===== src/rtl/timer_pkg.sv =====
// Shared definitions for the timer peripheral and its scheduler.
// Register map, control bits and scheduler FSM states.
package timer_pkg;

    localparam logic [31:0] TMR_STATUS   = 32'h0000_0000;
    localparam logic [31:0] TMR_CONTROL  = 32'h0000_0004;
    localparam logic [31:0] TMR_PERIOD   = 32'h0000_0008;
    localparam logic [31:0] TMR_SNAPSHOT = 32'h0000_000C;

    localparam int CTL_ITO   = 0;
    localparam int CTL_CONT  = 1;
    localparam int CTL_START = 2;
    localparam int CTL_STOP  = 3;

    // One-shot start with interrupt enabled
    localparam logic [31:0] CTL_ONESHOT =
        (32'd1 << CTL_ITO) | (32'd1 << CTL_START);

    typedef enum logic [2:0] {
        IDLE,
        ARB,
        WR_PER,
        WR_CTL,
        WAIT_INT,
        WR_CLR,
        FIN
    } sched_state_t;

endpackage


===== src/rtl/rr_arbiter.sv =====
// Round-robin arbiter: search starts one past the last winner.
// The pointer only moves when the owner commits a winner.
module rr_arbiter #(
    parameter int NREQ = 4,
    localparam int IW  = (NREQ > 1) ? $clog2(NREQ) : 1
) (
    input  logic            CLK_I,
    input  logic            RST_I,
    input  logic [NREQ-1:0] req,
    input  logic            adv,
    input  logic [IW-1:0]   win,
    output logic [NREQ-1:0] gnt,
    output logic [IW-1:0]   idx,
    output logic            any
);

    logic [IW-1:0] ptr;
    logic [IW-1:0] jj;
    logic          found;

    // Last-winner pointer; reset value makes requester 0 win first
    always_ff @(posedge CLK_I) begin
        if (RST_I) begin
            ptr <= IW'(NREQ - 1);
        end else if (adv) begin
            ptr <= win;
        end
    end

    // First active request at or after ptr+1, wrapping around
    always_comb begin
        gnt   = '0;
        idx   = '0;
        found = 1'b0;
        jj    = '0;
        for (int k = 1; k <= NREQ; k++) begin
            jj = IW'((int'(ptr) + k) % NREQ);
            if (!found && req[jj]) begin
                found   = 1'b1;
                gnt[jj] = 1'b1;
                idx     = jj;
            end
        end
    end

    assign any = |req;

endmodule


===== src/rtl/timer_sched.sv =====
// Shares one timer among NREQ requesters: arbitrates, programs the
// timer over Wishbone, waits for its interrupt and reports completion.
module timer_sched
    import timer_pkg::*;
#(
    parameter int          NREQ       = 4,
    parameter int          LEN_WIDTH  = 16,
    parameter logic [31:0] TIMER_BASE = 32'h0,
    parameter int          ACK_TMO    = 15
) (
    input  logic                      CLK_I,
    input  logic                      RST_I,
    input  logic [NREQ-1:0]           REQ_I,
    input  logic [NREQ*LEN_WIDTH-1:0] LEN_I,
    output logic [NREQ-1:0]           DONE_O,
    output logic                      ERR_O,
    output logic                      BUSY_O,
    output logic [31:0]               M_ADR_O,
    output logic [31:0]               M_DAT_O,
    output logic                      M_WE_O,
    output logic                      M_STB_O,
    output logic                      M_CYC_O,
    output logic [3:0]                M_SEL_O,
    output logic [2:0]                M_CTI_O,
    output logic [1:0]                M_BTE_O,
    output logic                      M_LOCK_O,
    input  logic [31:0]               M_DAT_I,
    input  logic                      M_ACK_I,
    input  logic                      TMR_INT_I
);

    localparam int IW = (NREQ > 1) ? $clog2(NREQ) : 1;
    localparam int CW = $clog2(ACK_TMO + 1);

    sched_state_t         state;
    logic [IW-1:0]        win;
    logic [NREQ-1:0]      win_oh;
    logic                 ph;
    logic [CW-1:0]        cnt;
    logic                 err_q;
    logic [NREQ-1:0]      req_m;
    logic [NREQ-1:0]      arb_gnt;
    logic [IW-1:0]        arb_idx;
    logic                 arb_any;
    logic [LEN_WIDTH-1:0] sel_len;
    logic                 unused_ok;

    // The requester just completed is ignored while DONE_O is high
    assign req_m = REQ_I & ~DONE_O;

    rr_arbiter #(
        .NREQ(NREQ)
    ) u_arb (
        .CLK_I(CLK_I),
        .RST_I(RST_I),
        .req  (req_m),
        .adv  (state == FIN),
        .win  (win),
        .gnt  (arb_gnt),
        .idx  (arb_idx),
        .any  (arb_any)
    );

    // Tick count of the requester the arbiter is pointing at
    always_comb begin
        sel_len = '0;
        for (int i = 0; i < NREQ; i++) begin
            if (arb_idx == IW'(i)) begin
                sel_len = LEN_I[i*LEN_WIDTH +: LEN_WIDTH];
            end
        end
    end

    assign BUSY_O    = (state != IDLE);
    assign M_SEL_O   = 4'hF;
    assign M_CTI_O   = 3'd0;
    assign M_BTE_O   = 2'd0;
    assign M_LOCK_O  = 1'b0;
    assign unused_ok = ^M_DAT_I;

    // Sequencer plus inline Wishbone write engine (ph=1 is the idle gap)
    always_ff @(posedge CLK_I) begin
        if (RST_I) begin
            state   <= IDLE;
            win     <= '0;
            win_oh  <= '0;
            ph      <= 1'b0;
            cnt     <= '0;
            err_q   <= 1'b0;
            DONE_O  <= '0;
            ERR_O   <= 1'b0;
            M_CYC_O <= 1'b0;
            M_STB_O <= 1'b0;
            M_WE_O  <= 1'b0;
            M_ADR_O <= '0;
            M_DAT_O <= '0;
        end else begin
            DONE_O <= '0;
            ERR_O  <= 1'b0;
            unique case (state)
                IDLE: begin
                    if (|req_m) begin
                        state <= ARB;
                    end
                end
                ARB: begin
                    if (!arb_any) begin
                        state <= IDLE;
                    end else begin
                        win    <= arb_idx;
                        win_oh <= arb_gnt;
                        err_q  <= 1'b0;
                        if (sel_len == '0) begin
                            state <= FIN;
                        end else begin
                            state   <= WR_PER;
                            M_CYC_O <= 1'b1;
                            M_STB_O <= 1'b1;
                            M_WE_O  <= 1'b1;
                            M_ADR_O <= TIMER_BASE + TMR_PERIOD;
                            M_DAT_O <= 32'(sel_len);
                            cnt     <= '0;
                            ph      <= 1'b0;
                        end
                    end
                end
                WR_PER, WR_CTL, WR_CLR: begin
                    if (!ph) begin
                        if (M_ACK_I) begin
                            M_CYC_O <= 1'b0;
                            M_STB_O <= 1'b0;
                            M_WE_O  <= 1'b0;
                            ph      <= 1'b1;
                        end else if (cnt == CW'(ACK_TMO - 1)) begin
                            M_CYC_O <= 1'b0;
                            M_STB_O <= 1'b0;
                            M_WE_O  <= 1'b0;
                            err_q   <= 1'b1;
                            state   <= FIN;
                        end else begin
                            cnt <= cnt + CW'(1);
                        end
                    end else begin
                        ph <= 1'b0;
                        unique case (state)
                            WR_PER: begin
                                state   <= WR_CTL;
                                M_CYC_O <= 1'b1;
                                M_STB_O <= 1'b1;
                                M_WE_O  <= 1'b1;
                                M_ADR_O <= TIMER_BASE + TMR_CONTROL;
                                M_DAT_O <= CTL_ONESHOT;
                                cnt     <= '0;
                            end
                            WR_CTL:  state <= WAIT_INT;
                            default: state <= FIN;
                        endcase
                    end
                end
                WAIT_INT: begin
                    if (TMR_INT_I) begin
                        state   <= WR_CLR;
                        M_CYC_O <= 1'b1;
                        M_STB_O <= 1'b1;
                        M_WE_O  <= 1'b1;
                        M_ADR_O <= TIMER_BASE + TMR_STATUS;
                        M_DAT_O <= 32'd0;
                        cnt     <= '0;
                        ph      <= 1'b0;
                    end
                end
                FIN: begin
                    DONE_O <= win_oh;
                    ERR_O  <= err_q;
                    err_q  <= 1'b0;
                    state  <= IDLE;
                end
                default: state <= IDLE;
            endcase
        end
    end

endmodule


===== config.mk =====
export PLATFORM = sky130hd
export DESIGN_NAME = timer_sched
export DESIGN_NICKNAME = d
export VERILOG_FILES = /design/src/rtl/timer_pkg.sv /design/src/rtl/rr_arbiter.sv /design/src/rtl/timer_sched.sv
export SDC_FILE = /design/constraint.sdc
export NUM_CORES = 1
export LEC_CHECK = 0
export BUFFER_PORTS_ARGS = -buffer_cell sky130_fd_sc_hd__buf_2
export CELL_PAD_IN_SITES_DETAIL_PLACEMENT = 1
export CELL_PAD_IN_SITES_GLOBAL_PLACEMENT = 2
export CORE_MARGIN = 2
export CORE_UTILIZATION = 26
export DETAILED_ROUTE_END_ITERATION = 8
export PLACE_DENSITY_LB_ADDON = 0.1
export SYNTH_ARGS = -nofsm -noshare
export SYNTH_HDL_FRONTEND = slang
export SYNTH_SLANG_ARGS = --single-unit

===== constraint.sdc =====
create_clock -name CLK_I -period 6.32 [get_ports CLK_I]
set_input_delay 0.948 -clock CLK_I [delete_from_list [all_inputs] [get_ports CLK_I]]
set_output_delay 0.948 -clock CLK_I [all_outputs]
set_load 0.005 [all_outputs]

After elaboration in Yosys (flattened, before gate mapping)
Index checks and enable logic that the tools add are counted.
{"block": "classes", "n_reduce_logical": 26, "n_lt_le_gt_ge": 8, "add_sub_neg": 5, "muxes": 78, "bitwise_logic": 6, "eq_ne": 24}
{"cell": "$mux 32", "count": 9}
{"cell": "$pmux 32 s3", "count": 2}
{"cell": "$mux 16", "count": 4}
{"cell": "$mux 4", "count": 11}
{"cell": "$mux 1", "count": 27}
{"cell": "$mux 3", "count": 7}
{"cell": "$ne 2x2->1 const B", "count": 9}
{"cell": "$logic_not 16->1", "count": 1}
{"cell": "$lt 2x3->1 const B", "count": 4}
{"cell": "$ne 3x3->1 const B", "count": 4}
{"cell": "$or 4x4->4", "count": 3}
{"cell": "$pmux 3 s4", "count": 1}
{"cell": "$pmux 4 s3", "count": 1}
{"cell": "$reduce_and 6->1", "count": 2}
{"cell": "$eq 3x3->1 const B", "count": 3}
{"cell": "$pmux 1 s3", "count": 3}
{"cell": "$reduce_bool 3->1", "count": 3}
{"cell": "$bmux 1 s2", "count": 4}
{"cell": "$demux 1 s2", "count": 4}
{"cell": "$ge 2x1->1 const B", "count": 4}
{"cell": "$mux 2", "count": 4}
{"cell": "$reduce_and 4->1", "count": 2}
{"cell": "$logic_and 1x1->1", "count": 7}
{"cell": "$reduce_and 7->1", "count": 1}
{"cell": "21 further kinds", "count": 27}
{"block": "totals", "wordCells": 159, "in_bits": 104, "ff_bits": 87, "output_inout_bits": 83}

Longest topological paths before layout
Gate-level depths: netlist of run 1.
{"block": "logic_depth", "depth_word": 23, "depth_mapped": 13, "ltp_nobuf": 11}

Modules after synthesis
A second synthesis of run 1 with hierarchy kept.
{"block": "unflattened", "cells_unflattened": 365, "area_unflattened_um2": 3334.4}
{"mod": "timer_sched", "area_per_inst_um2": 2695.1, "seq_area_each_um2": 780.7, "cells_per_inst": 285, "n_inst": 1}
{"mod": "rr_arbiter", "area_per_inst_um2": 639.4, "seq_area_each_um2": 40.0, "cells_per_inst": 80, "n_inst": 1}

Worst setup path before layout of run 1
OpenSTA, ideal clock, no wires.
{"block": "synth_timing", "path_type": "in2reg", "from": "input REQ_I[2]", "to": "register M_CYC_O", "n_path_buf": 0, "t_arrival_ns": 3.677, "slack_ns": 2.515, "setup_time_ns": 0.128, "required_ns": 6.192, "stages": 9, "cell_sequence": "nand2b_1 -> mux4_2 -> a21boi_1 -> or3_1 -> nand2_2 -> mux4_2 -> or4b_2 -> a22oi_1 -> nor2_1"}
{"block": "synth_via", "elab_chain_len": 21, "elab_cells_between_ends": 35, "classes_between": "eq/ne: 5; mux: 19; bitwise: 1; reduce/logical: 10"}
{"element": "from (decl)", "line_no": "timer_sched.sv:13", "source": "input logic [NREQ-1:0] REQ_I,"}
{"element": "$and 4x4->4 *", "line_no": "timer_sched.sv:49", "source": "assign req_m = REQ_I & ~DONE_O;"}
{"element": "$bmux 1 s2", "line_no": "rr_arbiter.sv:38", "source": "if (!found && req[jj]) begin"}
{"element": "$mux 1 (not written as such)", "line_no": "rr_arbiter.sv:38"}
{"element": "$mux 1", "line_no": "rr_arbiter.sv:38"}
{"element": "$logic_not 1->1", "line_no": "rr_arbiter.sv:38"}
{"element": "$logic_and 1x1->1", "line_no": "rr_arbiter.sv:38"}
{"element": "$mux 1", "line_no": "rr_arbiter.sv:38"}
{"element": "$logic_not 1->1", "line_no": "rr_arbiter.sv:38"}
{"element": "[... 2 more ...]"}
{"element": "$logic_not 1->1", "line_no": "rr_arbiter.sv:38"}
{"element": "$logic_and 1x1->1", "line_no": "rr_arbiter.sv:38"}
{"element": "$mux 2", "line_no": "rr_arbiter.sv:38"}
{"element": "$logic_not 2->1", "line_no": "timer_sched.sv:68", "source": "if (arb_idx == IW'(i)) begin"}
{"element": "$mux 16 (4 in series)", "line_no": "timer_sched.sv:68"}
{"element": "$logic_not 16->1", "line_no": "timer_sched.sv:113", "source": "if (sel_len == '0) begin"}
{"element": "$ne 2x2->1 (no line)"}
{"element": "$reduce_and 6->1 (no line) *"}
{"element": "to (signal assigned)", "line_no": "timer_sched.sv:117", "source": "M_CYC_O <= 1'b1;"}
{"element": "to (signal assigned)", "line_no": "timer_sched.sv:130", "source": "M_CYC_O <= 1'b0;"}
{"element": "to (signal assigned)", "line_no": "timer_sched.sv:135", "source": "M_CYC_O <= 1'b0;"}
{"element": "to (decl)", "line_no": "timer_sched.sv:22", "source": "output logic M_CYC_O,"}
Every way passes the cells marked *; elsewhere a longest branch is shown, timed or not. The select of a mux whose other input is x is not followed.
A chain may end at the register's enable or synchronous reset.

Worst setup path after layout of run 1
{"block": "layout_timing", "from": "register u_arb.ptr[0]", "to": "register M_DAT_O[10]"}
{"block": "layout_via", "elab_chain_len": 21, "elab_cells_between_ends": 39, "classes_between": "add/sub: 4; eq/ne: 4; mux: 22; reduce/logical: 9"}
{"element": "from (decl)", "line_no": "rr_arbiter.sv:17", "source": "logic [IW-1:0] ptr;"}
{"element": "from (signal assigned)", "line_no": "rr_arbiter.sv:24", "source": "ptr <= IW'(NREQ - 1);"}
{"element": "from (signal assigned)", "line_no": "rr_arbiter.sv:26", "source": "ptr <= win;"}
{"element": "$add 2x1->2", "line_no": "rr_arbiter.sv:37", "source": "jj = IW'((int'(ptr) + k) % NREQ);"}
{"element": "$bmux 1 s2", "line_no": "rr_arbiter.sv:38"}
{"element": "$mux 1 (not written as such)", "line_no": "rr_arbiter.sv:38"}
{"element": "$mux 1", "line_no": "rr_arbiter.sv:38"}
{"element": "$logic_not 1->1", "line_no": "rr_arbiter.sv:38"}
{"element": "$logic_and 1x1->1", "line_no": "rr_arbiter.sv:38"}
{"element": "$mux 1", "line_no": "rr_arbiter.sv:38"}
{"element": "$logic_not 1->1", "line_no": "rr_arbiter.sv:38"}
{"element": "[... 3 more ...]"}
{"element": "$logic_and 1x1->1", "line_no": "rr_arbiter.sv:38"}
{"element": "$mux 2 *", "line_no": "rr_arbiter.sv:38"}
{"element": "$logic_not 2->1", "line_no": "timer_sched.sv:68"}
{"element": "$mux 16 (3 in series)", "line_no": "timer_sched.sv:68"}
{"element": "$mux 16 *", "line_no": "timer_sched.sv:68"}
{"element": "$logic_not 16->1 or $mux 32 (tied branches)", "line_no": "timer_sched.sv:113"}
{"element": "$ne 2x2->1 (no line) or $mux 32 (tied branches)"}
{"element": "$reduce_and 6->1 (no line) or $pmux 32 s3 (tied branches)"}
{"element": "to (signal assigned)", "line_no": "timer_sched.sv:121", "source": "M_DAT_O <= 32'(sel_len);"}
{"element": "to (decl)", "line_no": "timer_sched.sv:19", "source": "output logic [31:0] M_DAT_O,"}
Marked as above.

==> results of run 1 <==
## flip-flops by register name, summed over array words and instances, names as in the netlist
| signal | cells |
|---|---|
| state | 3 |
| M_CYC_O | 1 |
| cnt | 4 |
| M_ADR_O | 2 |
| M_DAT_O | 16 |
| win_oh | 4 |
| ph | 1 |
| u_arb.ptr | 2 |
| err_q | 1 |
| win | 2 |
| ERR_O | 1 |
| DONE_O | 4 |
## metrics by stage
step / cell area [µm²] / total power, mW / instances
floorplan: 3570 / 0.655 / 462
global placement: 3770 / 0.765 / 657
detailed placement: 3770 / 0.768 / 657
CTS: 3950 / 1.08 / 665
global route: 3950 / 1.15 / 665
finish: 3950 / 1.06 / 665
## power groups by stage
| stage | combinational (mW) | clock [mW] | sequential, mW |
|---|---|---|---|
| floorplan | 0.304 | 0 | 0.351 |
| global placement | 0.398 | 0 | 0.367 |
| detailed placement | 0.401 | 0 | 0.368 |
| CTS | 0.403 | 0.312 | 0.363 |
| global route | 0.449 | 0.324 | 0.373 |
| finish | 0.395 | 0.303 | 0.363 |
## how the worst max path moves through the flow
stage                       from     endpoint  cells after the start  slack (ns)
finish              u_arb.ptr[0]  M_DAT_O[10]                     10        1.92
global route        u_arb.ptr[0]   M_DAT_O[8]                     10        1.64
CTS                 u_arb.ptr[0]  M_DAT_O[10]                     10        1.88
detailed placement  u_arb.ptr[0]  M_DAT_O[10]                     10        1.90
global placement    u_arb.ptr[0]  M_DAT_O[12]                     10        1.86
floorplan               REQ_I[2]      M_CYC_O                      9        2.52
## layer usage
metal  vias up  part of all wire [%]  global-route usage [%]
li1       1538                     -                       -
met1      1472                    45                    19.3
met2        86                    47                    25.4
met3         8                   6.8                    4.26
met4         0                  0.78                    2.94
met5         -                     0                       0
## area by class of cell
class | count | area share (%)
repair buffers | 100 | 12.8
inverters | 7 | 0.666
clock buffers | 5 | 3.17
clock inverters | 3 | 1.17
well taps | 172 | 5.46
flip-flops and latches | 41 | 20.8
multi-input cells | 337 | 55.9
## cell usage in the layout (no fill, tap or decap), drive strengths merged, types with 3 or more instances in the layout
cell / netlist / layout
buf: 62 / 100
conb: 2 / 56
dfxtp: 41 / 41
mux2i: 27 / 27
nor2: 27 / 27
nand2: 24 / 24
a21oi: 23 / 23
nand2b: 22 / 22
o211ai: 16 / 16
o21ai: 16 / 16
nor4: 15 / 15
mux2: 14 / 14
ha: 10 / 10
nor3: 10 / 10
and2: 8 / 8
nand3: 8 / 8
a31oi: 7 / 7
inv: 7 / 7
nand4: 6 / 6
nor2b: 5 / 5
clkbuf: 15 / 5
mux4: 4 / 4
a221o: 4 / 4
a221oi: 4 / 4
nand3b: 3 / 3
or4b: 3 / 3
## worst reg2reg max path: stages, from the launching register on
cell     delay (ns)
dfxtp_1        0.76
inv_2          0.18
ha_1           0.43
inv_1          0.14
mux4_2         0.38
or3_1          0.45
nand2_2        0.17
mux4_2         0.59
nor4b_4        0.59
nor2_2         0.35
mux2i_1        0.21
## logic make-up after synthesis
| logic type | count (synthesis) |
|---|---|
| and+or+nand+nor | 142 |
| AOI/OAI and AO/OA | 84 |
| buffers and inverters | 84 |
| muxes | 45 |
| DFF | 41 |
| adders and majority gates | 10 |
| other | 2 |
==> metrics.md, run 1 <==
| Metric | Value |
|---|---|
| Final setup viols | `0` |
| Critical-path cell list | `inv_2 > ha_1 > inv_1 > mux4_2 > or3_1 > nand2_2 > mux4_2 > nor4b_4 > nor2_2 > mux2i_1` |
| Slew @ Worst Pin | `1.05 ns` |
| Port buffer count | `between 90 and 100` |
| Core footprint | `12600 µm²` |
| Setup TNS | `0 ns` |
| # rows | `41` |
| Postcts setup bufs | `0` |
| Final antenna-violating net count | `0` |
| HP Start | `win_oh[2]` |
| Main combinational cell family by area after synthesis | `simple AND/OR/NAND/NOR gates` |
| Synth async-reset ratio | `0%` |
| Max-slew violations | `0` |
| Cell Pwr Density | `269 nW/µm²` |
| Multiplexer area fraction after synthesis | `around 15%` |
| Netlist cell types | `54` |
| Slew margin rel. | `29.6%` |
| Post-synthesis compound-gate area fraction | `16.5%` |
| WHS Endpoint | `DONE_O[2]` |
| Multi-input gate area | `2210 µm²` |
| Fin util | `~31%` |
| WS Path Type | `flop to flop` |
| Wire length per cell | `about 16 µm` |
| Die Span Y | `118 µm` |
| Synth top area cells | `dfxtp_1 24%, buf_4 13%, mux2i_1 8.0%` |
| Post-Synth Adder-Cell Area | `3.72%` |
| Num CTS Buffers | `5` |
| Worst-skew pair later-pin latency | `0.29 ns` |
| Post-DP HPWL | `around 8400 µm` |
| Pre-antenna DRT Iters | `4` |
| Slowest stage cell on the critical path | `dfxtp_1` |
| Via count | `3104` |
| Maxcap violations | `0` |
| Max Fclk | `0.228 GHz` |
| WL final | `10600 µm` |
| Chip Width | `118 µm` |
| Post-route minimum period | `4.40 ns` |
| Cell area after synthesis | `about 3400 µm²` |
| Sequential fraction of the synthesis area | `24.4%` |
| RSZ-0062 raised after global routing | `false` |
| CP peak stage delay | `roughly 0.76 ns` |
| Crit path max fanout | `19` |
| Share of the synthesized area in the top cell type | `24.4%` |
| Starting density of the core | `26.7%` |
| CP startpoint kind | `flop` |
| Biggest area consumer among synthesized cells | `dfxtp_1` |
| Dpl ws | `1.90 ns` |
| Global-route usage over all layers | `15.1%` |
| First-pass GRT wire length | `roughly 17000 µm` |
| Post-layout nets | `a little over 600` |
| Post-CTS sizing | `0` |
| Initial DRC count | `85` |
| Maximum VDD drop | `112 µV` |
| CP endpoint kind | `flop` |
| Mean post-synth cell area | `8.25 µm²` |
| Final Hold Viols | `0` |
| Skew final | `0.00606 ns` |
| Initial antenna violation count | `0` |
| H-tree depth | `2` |
| Status | `finished, final reports clean` |
| Period utilization | `69.5%` |
| Grt total ovfl | `0` |
| Crit-path leading delay family | `simple AND/OR/NAND/NOR gates` |
| Layout cells sized above 1 | `27.6%` |
| GPL Wtd Cong | `0.787` |
| EDFF count, synth | `0` |
| CTS root buffer | `clkbuf_16` |
| P_leak | `1.76 nW` |
| Gate power share | `37.2%` |
| Clock transition at path regs | `0.06 ns` |
| FF-to-FF path depth | `10` |
| Largest net degree at the start of global routing | `39` |
| Number of global-route vias before repair | `3221` |
| Synth cell count leaders | `59 x buf_4, 41 x dfxtp_1, 27 x mux2i_1, 26 x nor2_1` |
| P&R area growth vs syn | `17.3%` |
| Worst path most repeated cell | `mux4_2` |
| Xor-xnor portion of the synthesized cell area | `0%` |
| Internal | `0.667 mW` |
| Synth Instances | `408` |
| Antenna diodes | `0` |
| CTS tree | `done` |
| CTS Hold Buffers Added | `0` |
| Crit Reg-Reg Startpoint | `u_arb.ptr[0]` |
| Flop pwr share | `34.2%` |
| HP Class | `flop to flop` |
| Flops & latches, synth | `41` |
| Dominant synthesized flop cell | `dfxtp_1` |
| Arrival @ worst endpoint | `approximately 4.5 ns` |
| NetSw | `0.393 mW` |
| WHS Path Cells | `1` |
| Longest Clk Path Bufs | `2` |
| Worst endpoint required time | `6.45 ns` |
| Die ar. | `13900 µm²` |
| Clk sinks | `41` |
| Crit path buf inv count | `2` |
| Number of remaining DRC errors | `0` |
| Number of fill cells | `1589` |
| Final worst slack | `1.92 ns` |
| Sw frac | `37.0%` |
| Sequential Area | `between 800 and 900 µm²` |
| Clock network power share | `about 29%` |
| Post-DR vias/cell | `4.67` |
| Register-to-Register Setup Slack | `approximately 1.9 ns` |
| I/O pin count | `187` |
| Most common cell in the synthesized netlist | `buf_4` |
| Ys Warns | `0` |
| Hold Slack | `0.458 ns` |
| Post-synthesis simple-gate area fraction | `23.6%` |
| Worst reg2reg path endpoint | `M_DAT_O[10]` |
Power figures use the tool's default switching activity.
==> inputs of run 2 (changes only) <==
Settings changed: CORE_UTILIZATION 26 to 24.
Clock period 6.32 ns to 4.32 ns, I/O delays scaled along.
==> run 2 against run 1 <==
  * Global-route usage shrank 0.76 points
  * Routed wire length grew 0.56%
  * Fmax grew 21%
  * Die area grew 8.0%
  * Via count grew 1.1%
  * Core utilization shrank 2.1 points
  * Non-clock buffer count grew 5
  * Clock-buffer cell count is the same
  * Sequential cell count is the same
  * Largest power group unchanged
==> metrics.md, run 2 (same netlist as run 1, synthesis figures left out) <==
| Metric | Value |
|---|---|
| Status | `finished, final reports clean (unchanged)` |
| Pre-antenna DRT Iters | `4 (unchanged)` |
| Period utilization | `84.0% (was 69.5%)` |
| Largest register FFs | `16 (unchanged)` |
| I/O pin count | `187 (unchanged)` |
| Slew margin rel. | `29.3% (was 29.6%)` |
| First-pass GRT wire length | `16500 µm (was 17100 µm)` |
| Max Fclk | `0.276 GHz (was 0.228 GHz)` |
| Most flops, register | `M_DAT_O (unchanged)` |
| Global-route usage over all layers | `14.3% (was 15.1%)` |
| H-tree depth | `2 (unchanged)` |
| Sequential Area | `821 µm² (unchanged)` |
| Busiest grt layer | `met2 (unchanged)` |
| Most frequent cells in the layout | `98 x buf_2, 56 x conb_1, 41 x dfxtp_1, 27 x mux2i_1, 26 x nor2_1 (unchanged)` |
| Crit path max fanout | `7 (was 19)` |
| Final setup viols | `0 (unchanged)` |
| Number of fill cells | `1733 (was 1589)` |
| Wire length per cell | `15.7 µm (was 15.9 µm)` |
| Starting density of the core | `24.4% (was 26.7%)` |
| Initial antenna violation count | `0 (unchanged)` |
| Layout cells sized above 1 | `28.3% (was 27.6%)` |
| Maximum VDD drop | `184 µV (was 112 µV)` |
| Number of global-route vias before repair | `3114 (was 3221)` |
| GPL Wtd Cong | `0.784 (was 0.787)` |
| Chip Width | `122 µm (was 118 µm)` |
| Met3 Usage GRT | `5.95% (was 4.26%)` |
| Die Span Y | `122 µm (was 118 µm)` |
| Multi-input gate area | `2210 µm² (unchanged)` |
| HP Class | `flop to flop (unchanged)` |
| CTS Hold Buffers Added | `0 (unchanged)` |
| Met1 Use GR | `17.9% (was 19.3%)` |
| Grt total ovfl | `0 (unchanged)` |
| Initial DRC count | `106 (was 85)` |
| Port buffer count | `98 (unchanged)` |
| Post-CTS sizing | `0 (unchanged)` |
| CP startpoint kind | `flop (unchanged)` |
| Post-route minimum period | `3.63 ns (was 4.40 ns)` |
| Clock transition at path regs | `0.06 ns (about the same)` |
| Skew final | `0.00914 ns (was 0.00606 ns)` |
| Post-DP HPWL | `8440 µm (was 8370 µm)` |
| Final antenna-violating net count | `0 (unchanged)` |
| P_leak | `1.80 nW (was 1.76 nW)` |
| Post-layout nets | `611 (was 606)` |
| Antenna diodes | `0 (unchanged)` |
| Num CTS Buffers | `5 (unchanged)` |
| CP peak stage delay | `0.72 ns (was 0.76 ns)` |
| Placed Cells | `670 (was 657)` |
| Cell Pwr Density | `405 nW/µm² (was 269 nW/µm²)` |
| Most common cell after layout, fill and taps aside | `buf_2 (unchanged)` |
| Post-DR vias/cell | `4.63 (was 4.67)` |
| Number of remaining DRC errors | `0 (unchanged)` |
| Die ar. | `15000 µm² (was 13900 µm²)` |
| CTS tree | `done (unchanged)` |
| Worst-skew pair later-pin latency | `0.30 ns (was 0.29 ns)` |
| Via count | `3139 (was 3104)` |
| P&R area growth vs syn | `19.2% (was 17.3%)` |
| Final cell count without fillers | `678 (was 665)` |
| Setup TNS | `0 ns (unchanged)` |
| Postcts setup bufs | `0 (unchanged)` |
| Clk sinks | `41 (unchanged)` |
| Slowest stage cell on the critical path | `or4b_2 (was dfxtp_1)` |
| CTS root buffer | `clkbuf_16 (unchanged)` |
| # rows | `43 (was 41)` |
| Register-to-Register Setup Slack | `0.69 ns (was 1.92 ns)` |
| Worst endpoint required time | `4.48 ns (was 6.45 ns)` |
| Max-slew violations | `0 (unchanged)` |
| Met2 Track Usage GR | `23.1% (was 25.4%)` |
| Final Hold Viols | `0 (unchanged)` |
| Slew @ Worst Pin | `1.05 ns (about the same)` |
| CP endpoint kind | `flop (unchanged)` |
| Maxcap violations | `0 (unchanged)` |
| WL final | `10700 µm (was 10600 µm)` |
| Critical-path cell list | `inv_2 > ha_1 > inv_1 > mux4_2 > or3_1 > nand2_2 > mux4_2 > or4b_2 > a22oi_1 > nor2_1 (was inv_2 > ha_1 > inv_1 > mux4_2 > or3_1 > nand2_2 > mux4_2 > nor4b_4 > nor2_2 > mux2i_1)` |
| Arrival @ worst endpoint | `3.79 ns (was 4.53 ns)` |
| WS Path Type | `flop to flop (unchanged)` |
| Largest net degree at the start of global routing | `39 (unchanged)` |
| Core footprint | `13800 µm² (was 12600 µm²)` |
| RSZ-0062 raised after global routing | `false (unchanged)` |
| Longest Clk Path Bufs | `2 (unchanged)` |
| Worst path most repeated cell | `mux4_2 (unchanged)` |
[run 2: cell count changes in the layout (fill, tap and decap cells not counted)]
cell        change
buf_4           +5
bufinv_16       +1
clkinv_2        +1
clkinv_4        -1
clkinvlp_4      -1
[run 2: worst paths after layout]
check	start	to	cells past startpoint
max	u_arb.ptr[0]	M_CYC_O	10
min	win_oh[2]	DONE_O[2]	1
max reg2reg	u_arb.ptr[0]	M_CYC_O	10
min reg2reg	win_oh[2]	DONE_O[2]	1
[run 2: critical path, delay by kind of cell, from the launching register on]
kind | cells | cell delay (ns)
compound gates | 1 | 0.20
fa+ha+maj | 1 | 0.37
buf+inv | 2 | 0.22
flops | 1 | 0.34
mux | 2 | 0.97
simple gates | 4 | 1.39
[run 2: through the flow]
step	util [%]	hold WS [ns]	total power [mW]	cell area, µm²	worst slack [ns]
finish	29.1	0.459	1.62	4010	0.693
global route	29.1	0.492	1.76	4010	0.453
CTS	29.1	0.465	1.66	4010	0.648
detailed placement	27.7	0.448	1.14	3820	0.398
global placement	27.7	0.450	1.14	3820	0.377
floorplan	-	0.431	0.959	3570	0.784
[run 2: per-layer routing]
metal / wire length [µm] / up-vias
met5: 0 / -
met4: 99 / 0
met3: 819 / 6
met2: 5010 / 81
met1: 4740 / 1496
li1: - / 1556
[run 2: power breakdown]
| group | internal, mW | leakage [nW] | total, mW | switching, mW |
|---|---|---|---|---|
| Clock | 0.331 | 0.0938 | 0.507 | 0.176 |
| Combinational | 0.253 | 1.37 | 0.589 | 0.337 |
| Sequential | 0.461 | 0.334 | 0.528 | 0.0676 |
| Total | 1.04 | 1.80 | 1.62 | 0.581 |
[run 2: cell type report]
cell class / instances / area share, %
Clock buffer: 5 / 3.12
Tap cell: 180 / 5.61
Clock inverter: 3 / 1.62
Sequential cell: 41 / 20.5
Timing Repair Buffer: 105 / 13.5
Inverter: 7 / 0.655
Multi-Input combinational cell: 337 / 55.0
==> inputs of run 3 (changes only) <==
Settings changed: ABC_AREA from default to 1, CORE_UTILIZATION 24 to 22.
Clock period 4.32 ns to 3.7 ns, I/O delays scaled along.
==> run 3 against run 2 <==
  * Combinational power rose to 2.7 times the previous value
  * Via count rose by 18%
  * Die area rose by 11%
  * Setup slack got worse by 0.30 ns
  * Core utilization fell by 2.0 points
  * Sequential share of layout area fell by 0.53 points
  * Largest cell class unchanged
  * Highest routed layer unchanged
==> metrics.md, run 3 <==
| Metric | Value |
|---|---|
| Post-layout nets | `749 (was 611)` |
| Slew @ Worst Pin | `0.675 ns (was 1.05 ns)` |
| Antenna diodes | `0 (unchanged)` |
| Worst Setup EP | `cnt[1] (was M_CYC_O)` |
| Post-route minimum period | `3.31 ns (was 3.63 ns)` |
| Worst endpoint required time | `3.88 ns (was 4.48 ns)` |
| First-pass GRT wire length | `18900 µm (was 16500 µm)` |
| Initial DRC count | `119 (was 106)` |
| Port buffer count | `98 (unchanged)` |
| CTS root buffer | `clkbuf_16 (unchanged)` |
| Mean post-synth cell area | `6.36 µm² (was 8.25 µm²)` |
| Power, Total | `2.79 mW (was 1.62 mW)` |
| Crit path max fanout | `10 (was 7)` |
| Crit. Startpoint | `u_arb.ptr[0] (unchanged)` |
| Busiest grt layer | `met2 (unchanged)` |
| Largest net degree at the start of global routing | `29 (was 39)` |
| Slowest stage cell on the critical path | `ha_1 (was or4b_2)` |
| WL final | `11700 µm (was 10700 µm)` |
| Pre-antenna DRT Iters | `4 (unchanged)` |
| CTS tree | `done (unchanged)` |
| Flops & latches, synth | `41 (unchanged)` |
| Most frequent cells in the layout | `111 x nand2_1, 98 x buf_2, 65 x nand3_1, 60 x inv_1, 56 x conb_1 (was 98 x buf_2, 56 x conb_1, 41 x dfxtp_1, 27 x mux2i_1, 26 x nor2_1)` |
| Cell area after synthesis | `3430 µm² (was 3360 µm²)` |
| Dpl ws | `0.121 ns (was 0.398 ns)` |
| Synth Instances | `539 (was 408)` |
| Largest register FFs | `16 (unchanged)` |
| Initial antenna violation count | `0 (unchanged)` |
| Period utilization | `89.3% (was 84.0%)` |
| Post-DP HPWL | `9360 µm (was 8440 µm)` |
| FF-to-FF path depth | `21 (was 10)` |
| Met2 Track Usage GR | `24.4% (was 23.1%)` |
| Met1 Use GR | `18.3% (was 17.9%)` |
| Setup TNS | `0 ns (unchanged)` |
| WS Path Type | `flop to flop (unchanged)` |
| Clock transition at path regs | `0.06 ns (about the same)` |
| Final antenna-violating net count | `0 (unchanged)` |
| WHS Path Cells | `2 (was 1)` |
| CTS Hold Buffers Added | `0 (unchanged)` |
| Main combinational cell family by area after synthesis | `simple AND/OR/NAND/NOR gates (unchanged)` |
| Number of fill cells | `1986 (was 1733)` |
| Final worst slack | `0.394 ns (was 0.693 ns)` |
| I/O pin count | `187 (unchanged)` |
| H-tree depth | `2 (unchanged)` |
| Maximum VDD drop | `192 µV (was 184 µV)` |
| Number of global-route vias before repair | `3759 (was 3114)` |
| Register-to-Register Setup Slack | `0.39 ns (was 0.69 ns)` |
| Biggest area consumer among synthesized cells | `dfxtp_1 (unchanged)` |
| Layout cells sized above 1 | `22.3% (was 28.3%)` |
| Hold Slack | `0.426 ns (was 0.459 ns)` |
| Most common cell in the synthesized netlist | `nand2_1 (was buf_4)` |
| Global-route usage over all layers | `14.2% (was 14.3%)` |
| Ys Warns | `0 (unchanged)` |
| Die ar. | `16600 µm² (was 15000 µm²)` |
| CP endpoint kind | `flop (unchanged)` |
| Dominant synthesized flop cell | `dfxtp_1 (unchanged)` |
| Die Span Y | `129 µm (was 122 µm)` |
| Worst path most repeated cell | `nand2_1 (was mux4_2)` |
| Worst reg2reg path endpoint | `cnt[1] (was M_CYC_O)` |
| CP startpoint kind | `flop (unchanged)` |
| Status | `finished, final reports clean (unchanged)` |
| P_leak | `2.07 nW (was 1.80 nW)` |
| HP Class | `flop to flop (unchanged)` |
| Core footprint | `15200 µm² (was 13800 µm²)` |
| Chip Width | `129 µm (was 122 µm)` |
| Area after DPL | `3890 µm² (was 3820 µm²)` |
| Multiplexer area fraction after synthesis | `0% (was 15.4%)` |
| GPL Wtd Cong | `0.782 (was 0.784)` |
| Met3 Usage GRT | `2.62% (was 5.95%)` |
| Critical-path cell list | `inv_2 > ha_1 > inv_1 > nand3_1 > nand2_1 > nand3_2 > nand2_2 > inv_2 > nor2_4 > nor2_1 > nand2_1 > nand4_1 > nor2_1 > nand2_1 > nor2_2 > nand3_2 > buf_4 > nand3_1 > nand2_1 > nand2_1 > nor2_1 (was inv_2 > ha_1 > inv_1 > mux4_2 > or3_1 > nand2_2 > mux4_2 > or4b_2 > a22oi_1 > nor2_1)` |
| Max Fclk | `0.303 GHz (was 0.276 GHz)` |
| Slew margin rel. | `54.7% (was 29.3%)` |
| Most flops, register | `M_DAT_O (unchanged)` |
| Skew final | `0.00527 ns (was 0.00914 ns)` |
| P&R area growth vs syn | `20.2% (was 19.2%)` |
| Maxcap violations | `0 (unchanged)` |
| Post-DR vias/cell | `4.50 (was 4.63)` |
| Via count | `3707 (was 3139)` |
| Max-slew violations | `0 (unchanged)` |
| Longest Clk Path Bufs | `2 (unchanged)` |
| # rows | `45 (was 43)` |
| Netlist cell types | `29 (was 54)` |
| Final setup viols | `0 (unchanged)` |
| Most common cell after layout, fill and taps aside | `nand2_1 (was buf_2)` |
| Crit Reg-Reg Startpoint | `u_arb.ptr[0] (unchanged)` |
| Worst-skew pair later-pin latency | `0.29 ns (was 0.30 ns)` |
| Number of remaining DRC errors | `0 (unchanged)` |
| Post-synthesis compound-gate area fraction | `9.16% (was 16.5%)` |
| Final Hold Viols | `0 (unchanged)` |
| Synth cell count leaders | `111 x nand2_1, 65 x nand3_1, 61 x buf_4, 60 x inv_1, 52 x nor2_1 (was 59 x buf_4, 41 x dfxtp_1, 27 x mux2i_1, 26 x nor2_1)` |
| CP peak stage delay | `0.37 ns (was 0.72 ns)` |
| Grt total ovfl | `0 (unchanged)` |
| Wire length per cell | `14.2 µm (was 15.7 µm)` |
| Clk sinks | `41 (unchanged)` |
| Synth top area cells | `dfxtp_1 24%, buf_4 13%, nand2_1 12% (was dfxtp_1 24%, buf_4 13%, mux2i_1 8.0%)` |
| RSZ-0062 raised after global routing | `false (unchanged)` |
| EDFF count, synth | `0 (unchanged)` |
| Sequential fraction of the synthesis area | `24.0% (was 24.4%)` |
| Xor-xnor portion of the synthesized cell area | `0% (unchanged)` |
| Num CTS Buffers | `5 (unchanged)` |
| Arrival @ worst endpoint | `3.49 ns (was 3.79 ns)` |
| Cell Pwr Density | `678 nW/µm² (was 405 nW/µm²)` |
| Synth async-reset ratio | `0% (unchanged)` |
| Post-synthesis simple-gate area fraction | `39.8% (was 23.6%)` |
| Post-Synth Adder-Cell Area | `3.65% (was 3.72%)` |
| Share of the synthesized area in the top cell type | `24.0% (was 24.4%)` |
| Design area | `4120 µm² (was 4010 µm²)` |
| Starting density of the core | `22.5% (was 24.4%)` |
[run 3: cell types whose count changed in the layout (fill, tap and decap cells not counted), sizes merged, moves of 14 or more]
| cell | previous run | this run |
|---|---|---|
| nand4 | 6 | 38 |
| nand3 | 8 | 72 |
| mux2 | 14 | 0 |
| nand2 | 24 | 119 |
| mux2i | 27 | 0 |
| nor2 | 27 | 56 |
| nand2b | 22 | 0 |
| inv | 7 | 62 |
[run 3: how the worst min path moves through the flow]
| stage | slack, ns | endpoint | from |
|---|---|---|---|
| floorplan | 0.41 | DONE_O[1] | win_oh[1] |
| global placement | 0.43 | DONE_O[1] | win_oh[1] |
| detailed placement | 0.43 | DONE_O[1] | win_oh[1] |
| CTS | 0.43 | DONE_O[1] | win_oh[1] |
| global route | 0.46 | DONE_O[1] | win_oh[1] |
| finish | 0.43 | DONE_O[1] | win_oh[1] |
[run 3: cell type report]
type / instances / area (µm²) / area share [%]
well taps: 188 / 235 / 5.71
flip-flops and latches: 41 / 821 / 19.9
multi-input cells: 409 / 2030 / 49.3
repair buffers: 113 / 616 / 14.9
inverters: 65 / 244 / 5.93
clock inverters: 1 / 30.0 / 0.729
clock buffers: 7 / 143 / 3.46
[run 3: worst max-delay path: cells and delay by family (launching register included)]
family,cells,cell delay (ns)
adder cells (fa/ha/maj),1,0.37
buffers and inverters,4,0.48
flip-flops,1,0.34
AND/OR/NAND/NOR,16,2.02
[run 3: per-layer routing]
metal / vias to the layer above / share of wire [%]
li1: 1853 / -
met1: 1729 / 46
met2: 117 / 46
met3: 8 / 5.9
met4: 0 / 1.3
met5: - / 0
[run 3: power breakdown]
| group | internal, mW | switching [mW] |
|---|---|---|
| Combinational | 0.544 | 1.05 |
| Clock | 0.337 | 0.176 |
| Sequential | 0.587 | 0.0967 |
| Total | 1.47 | 1.32 |
[run 3: cell families after synthesis]
group / Yosys count
flip-flops: 41
AND/OR/NAND/NOR: 290
adder cells (fa/ha/maj): 10
AO/OA/AOI/OAI: 53
buffers and inverters: 143
other: 2
[run 3: what timing repair did]
| item | CTS | global route |
|---|---|---|
| setup endpoints to repair | 0 | 23 |
| hold endpoints to repair | 0 | 0 |
| resized for setup | 0 | 2 |
| setup buffers | 0 | 3 |
[run 3: stage by stage]
step	util, %	std cells
after floorplan	-	593
after global placement	25.6	813
after detailed placement	25.6	813
after CTS	26.7	821
after global routing	27.1	824
final	27.1	824
